<file path="src/rtl/uart_rx_fifo_writer.sv">
// 8N1 UART receiver that pushes each good byte into a downstream FIFO.
// A stop-bit error or a full FIFO at the stop sample produces a one-cycle error pulse instead.
module uart_rx_fifo_writer #(
   parameter int CLKS_PER_BIT = 5208
) (
   input  logic       clk,
   input  logic       rst,
   input  logic       serial_in,
   input  logic       fifo_full,
   output logic       fifo_write,
   output logic [7:0] fifo_data_in,
   output logic       rx_busy,
   output logic       frame_err,
   output logic       overrun_err
);

   localparam logic [15:0] HALF_CNT = 16'((CLKS_PER_BIT - 1) / 2);
   localparam logic [15:0] FULL_CNT = 16'(CLKS_PER_BIT - 1);

   typedef enum logic [2:0] {IDLE, START, DATA, STOP, BREAK} state_t;

   state_t      state_q;
   logic        sync1_q, rx_s_q;
   logic [15:0] clock_count_q;
   logic [2:0]  bit_index_q;
   logic [7:0]  shift_q;
   logic [7:0]  data_q;
   logic        fifo_write_q, frame_err_q, overrun_err_q, rx_busy_q;

   always_ff @(posedge clk or posedge rst) begin
      if (rst) begin
         state_q       <= IDLE;
         sync1_q       <= 1'b1;
         rx_s_q        <= 1'b1;
         clock_count_q <= '0;
         bit_index_q   <= '0;
         shift_q       <= '0;
         data_q        <= '0;
         fifo_write_q  <= 1'b0;
         frame_err_q   <= 1'b0;
         overrun_err_q <= 1'b0;
         rx_busy_q     <= 1'b0;
      end else begin
         sync1_q       <= serial_in;
         rx_s_q        <= sync1_q;
         fifo_write_q  <= 1'b0;
         frame_err_q   <= 1'b0;
         overrun_err_q <= 1'b0;
         case (state_q)
            IDLE: begin
               clock_count_q <= '0;
               bit_index_q   <= '0;
               if (!rx_s_q) begin
                  state_q   <= START;
                  rx_busy_q <= 1'b1;
               end
            end
            START: begin
               if (clock_count_q == HALF_CNT) begin
                  clock_count_q <= '0;
                  if (!rx_s_q) begin
                     state_q <= DATA;
                  end else begin
                     state_q   <= IDLE;
                     rx_busy_q <= 1'b0;
                  end
               end else begin
                  clock_count_q <= clock_count_q + 16'd1;
               end
            end
            DATA: begin
               if (clock_count_q == FULL_CNT) begin
                  clock_count_q        <= '0;
                  shift_q[bit_index_q] <= rx_s_q;
                  if (bit_index_q == 3'd7) begin
                     bit_index_q <= '0;
                     state_q     <= STOP;
                  end else begin
                     bit_index_q <= bit_index_q + 3'd1;
                  end
               end else begin
                  clock_count_q <= clock_count_q + 16'd1;
               end
            end
            STOP: begin
               if (clock_count_q == FULL_CNT) begin
                  clock_count_q <= '0;
                  // fifo_full only matters in this one sample cycle
                  if (rx_s_q) begin
                     state_q   <= IDLE;
                     rx_busy_q <= 1'b0;
                     if (!fifo_full) begin
                        fifo_write_q <= 1'b1;
                        data_q       <= shift_q;
                     end else begin
                        overrun_err_q <= 1'b1;
                     end
                  end else begin
                     frame_err_q <= 1'b1;
                     state_q     <= BREAK;
                  end
               end else begin
                  clock_count_q <= clock_count_q + 16'd1;
               end
            end
            BREAK: begin
               if (rx_s_q) begin
                  state_q   <= IDLE;
                  rx_busy_q <= 1'b0;
               end
            end
            default: begin
               state_q   <= IDLE;
               rx_busy_q <= 1'b0;
            end
         endcase
      end
   end

   assign fifo_write   = fifo_write_q;
   assign fifo_data_in = data_q;
   assign rx_busy      = rx_busy_q;
   assign frame_err    = frame_err_q;
   assign overrun_err  = overrun_err_q;

endmodule

</file>
<file path="config.mk">
export PLATFORM = sky130hd
export DESIGN_NAME = uart_rx_fifo_writer
export DESIGN_NICKNAME = d
export VERILOG_FILES = /design/src/rtl/uart_rx_fifo_writer.sv
export SDC_FILE = /design/constraint.sdc
export NUM_CORES = 1
export LEC_CHECK = 0
export CORE_ASPECT_RATIO = 0.5
export CORE_UTILIZATION = 50
export DETAILED_ROUTE_END_ITERATION = 12
export GPL_TIMING_DRIVEN = 0
export PLACE_DENSITY = 0.71
export SKIP_CTS_REPAIR_TIMING = 1
export SYNTH_ARGS = -nofsm -noshare
export SYNTH_HDL_FRONTEND = slang
export SYNTH_SLANG_ARGS = --single-unit
</file>
<file path="constraint.sdc">
create_clock -name clk -period 2.9 [get_ports clk]
set_input_delay 0.29 -clock clk [delete_from_list [all_inputs] [get_ports clk]]
set_output_delay 0.29 -clock clk [all_outputs]
set_load 0.02 [all_outputs]
</file>
==> results.py <==
metrics = {
    "run_status": {
        "status": "finished clean",
    },
    "power": {
        "ir_drop_uv": 188,
        "leakage_nw": 1.09,
        "p_per_area_nw_per_um2": 454,
        "p_total_w": 0.00114,
    },
    "sta": {
        "finalCritPeriodShare": 0.933,
        "fmax_mhz": 370,
        "worstMarginPinSlew_ns": 0.898,
        "finClkSkew_ns": 0.00903,
        "rsz0062_at_grt": "false",
        "post-route-min-period_ns": 2.71,
        "finalMaxSlewViolations": 0,
        "setup_tns_ns": 0,
        "whs_ns": 0.355,
        "setup_viol": 0,
        "relSlewSlack": 0.401,
        "hold_violations": 0,
    },
    "placed_design": {
        "gp_congestion": 0.868,
        "place_hpwl_um": 2820,
        "placed_area_um2": 2380,
        "dp_cells": 272,
        "io_buffers": 15,
    },
    "detailed_routing": {
        "post-route-drc-count": 0,
        "wl_um": 4250,
        "drtAntennaViolNets": 0,
        "vias": 1657,
        "drt-pass1-iter-count": 4,
        "routedWlPerCell_um": 15.2,
        "viasPerCell": 5.92,
        "initialDrtViolationCount": 73,
    },
    "cells_and_area": {
        "drive_above_1_share": 0.168,
        "n_antenna_cell": 0,
        "syn_to_final_growth_pct": 16.0,
        "final_nets": 232,
        "finish.instance_area_um2": 2500,
        "layout.cells.non_filler": 280,
    },
    "yosys": {
        "synth-edff-count": 0,
        "netlist_area_um2": 2160,
        "ys_seq_elements": 44,
        "ys.flop_type": "dfrtp_1",
        "yosysUniqueCellTypes": 46,
        "yosysWarnings": 0,
        "avgSynthCellArea_um2": 10.6,
        "synth_cells": 203,
        "ys_seq_area_frac": 0.511,
        "synth.net_count": 210,
        "synthArstFlopShare": 1.00,
    },
    "worst_setup_path": {
        "critPathMaxFanout": 9,
        "slowest_delay_ns": 0.47,
        "rr_worst_depth": 8,
        "worstPathRequired_ns": 3.08,
        "r2r_end": "fifo_data_in[6]",
        "arrival_ns": 2.89,
        "path_cells": "ha_1 -> buf_4 -> nor3b_1 -> nand4_1 -> or3_1 -> buf_2 -> nor4_4 -> mux2_2",
        "reg2reg_setup_slack_ns": 0.19,
        "reg2reg_from": "clock_count_q[0]",
        "end_kind": "register",
        "cp_slowest_cell": "nor4_4",
        "startpoint_type": "register",
        "crit_type": "reg2reg",
    },
    "min_path": {
        "whs_endpoint": "rx_s_q",
        "worstHoldStart": "sync1_q",
        "hp-class": "reg2reg",
        "holdPathStages": 0,
    },
    "floorplan": {
        "rows": 16,
        "die_area_um2": 4600,
        "die_h_um": 48.5,
        "fp.dieW_um": 94.9,
        "initial_core_util": 0.537,
        "coreArea_um2": 4020,
        "ios": 16,
    },
    "global_routing": {
        "antenna_found_initial": 0,
        "grtUsageTotal": 0.202,
        "grt_start_max_net_pins": 45,
        "grt_remaining_overflow": 0,
        "grt_pass1_vias": 1567,
        "grt_pass1_wl_um": 7220,
    },
    "cts": {
        "cts_buffers": 5,
        "clock-sinks": 44,
        "htreeDepth": 2,
        "clk_path_buf_depth": 2,
        "cts_tree": "done",
        "clk_pin_slew_ns": 0.08,
        "clk_latency_ns": 0.30,
        "root_buffer": "clkbuf_8",
    },
    "flow_run": {
        "maxCapViolCount": 0,
    },
}
[cells in the final DEF (no fill, tap or decap), types with 4 or more instances in the layout]
cell / Yosys / final
a22o_1: 4 / 4
o22ai_1: 5 / 5
nand3_1: 9 / 9
mux2_2: 16 / 16
dfrtp_1: 42 / 42
nand4_1: 6 / 6
nor3_1: 7 / 7
nand2_1: 20 / 20
o21ai_0: 4 / 4
clkbuf_8: 0 / 6
clkdlybuf4s50_1: 0 / 15
clkbuf_1: 5 / 5
nor2_1: 13 / 13
a21oi_1: 9 / 9
inv_1: 11 / 10
[worst max path at each step]
stage | start | end | slack (ns) | cells past startpoint
final | clock_count_q[0] | fifo_data_in[6] | 0.19 | 8
after detailed placement | clock_count_q[0] | shift_q[2] | 0.19 | 7
after floorplan | clock_count_q[0] | fifo_data_in[0] | 0.61 | 8
after CTS | clock_count_q[0] | shift_q[2] | 0.17 | 7
after global placement | clock_count_q[0] | shift_q[2] | 0.23 | 7
after global routing | clock_count_q[0] | fifo_data_in[6] | 0.02 | 8
[final cells by class]
type / count / area, um^2
Timing Repair Buffer: 15 / 150
Inverter: 11 / 41.3
Buffer: 9 / 38.8
Clock inverter: 2 / 38.8
Fill cell: 322 / 1520
Sequential cell: 44 / 1100
Tap cell: 54 / 67.6
Clock buffer: 6 / 82.6
Multi-Input combinational cell: 139 / 982
[cell usage after synthesis, types with 2 or more instances]
cell      number  area, um^2
a21oi_1        9        45.0
a22o_1         4        35.0
and4_2         2        20.0
and4bb_2       3        37.5
buf_1          2        7.51
clkbuf_1       5        18.8
dfrtp_1       42        1050
dfstp_2        2        52.6
ha_1           3        37.5
inv_1         11        41.3
mux2_2        16         180
nand2_1       20        75.1
nand2b_1       2        12.5
nand3_1        9        45.0
nand4_1        6        37.5
nand4b_1       2        17.5
nor2_1        13        48.8
nor3_1         7        35.0
nor4_1         4        25.0
nor4_4         2        42.5
nor4b_1        2        17.5
o211ai_1       2        15.0
o21ai_0        4        20.0
o22ai_1        5        31.3
o311ai_0       3        26.3
xor2_1         3        26.3
[sequential cells by signal (all words and copies together) (netlist names)]
signal / flops
rx_s_q: 1
frame_err: 1
fifo_write: 1
fifo_data_in: 8
rx_busy: 1
bit_index_q: 3
state_q: 3
shift_q: 8
sync1_q: 1
clock_count_q: 16
overrun_err: 1
[report_power, final]
group          total (W)  internal (W)  switching [W]
combinational  0.0000212    0.00000484      0.0000164
sequential      0.000617      0.000615     0.00000134
clock           0.000499      0.000282       0.000217
[worst max-delay path, delay by kind of cell, from the launching register on]
| kind | cells | cell delay [ns] |
|---|---|---|
| and+or+nand+nor | 4 | 1.26 |
| adders and majority gates | 1 | 0.17 |
| DFF | 1 | 0.44 |
| muxes | 1 | 0.41 |
| buffers and inverters | 2 | 0.32 |
[through the flow]
step / setup WS [ns] / util
finish: 0.195 / 0.623
global placement: 0.230 / 0.591
floorplan: 0.606 / -
detailed placement: 0.186 / 0.591
CTS: 0.174 / 0.621
global route: 0.0175 / 0.623
[routing by layer]
layer	track usage	wire, um	vias to the layer above	share of wire
li1	-	-	791	-
met1	0.280	2050	822	0.48
met2	0.320	1960	38	0.46
met3	0.0582	204	6	0.048
met4	0.0379	27	0	0.0064
met5	0	0	-	0
[cell families after synthesis]
family          Yosys count  share of synthesized area
buf+inv                  20                     0.0371
mux                      17                     0.0881
flops                    44                      0.511
compound gates           32                     0.0979
xor+xnor                  4                     0.0162
fa+ha+maj                 3                     0.0174
simple gates             83                      0.232
(Power assumes the default switching activity.)
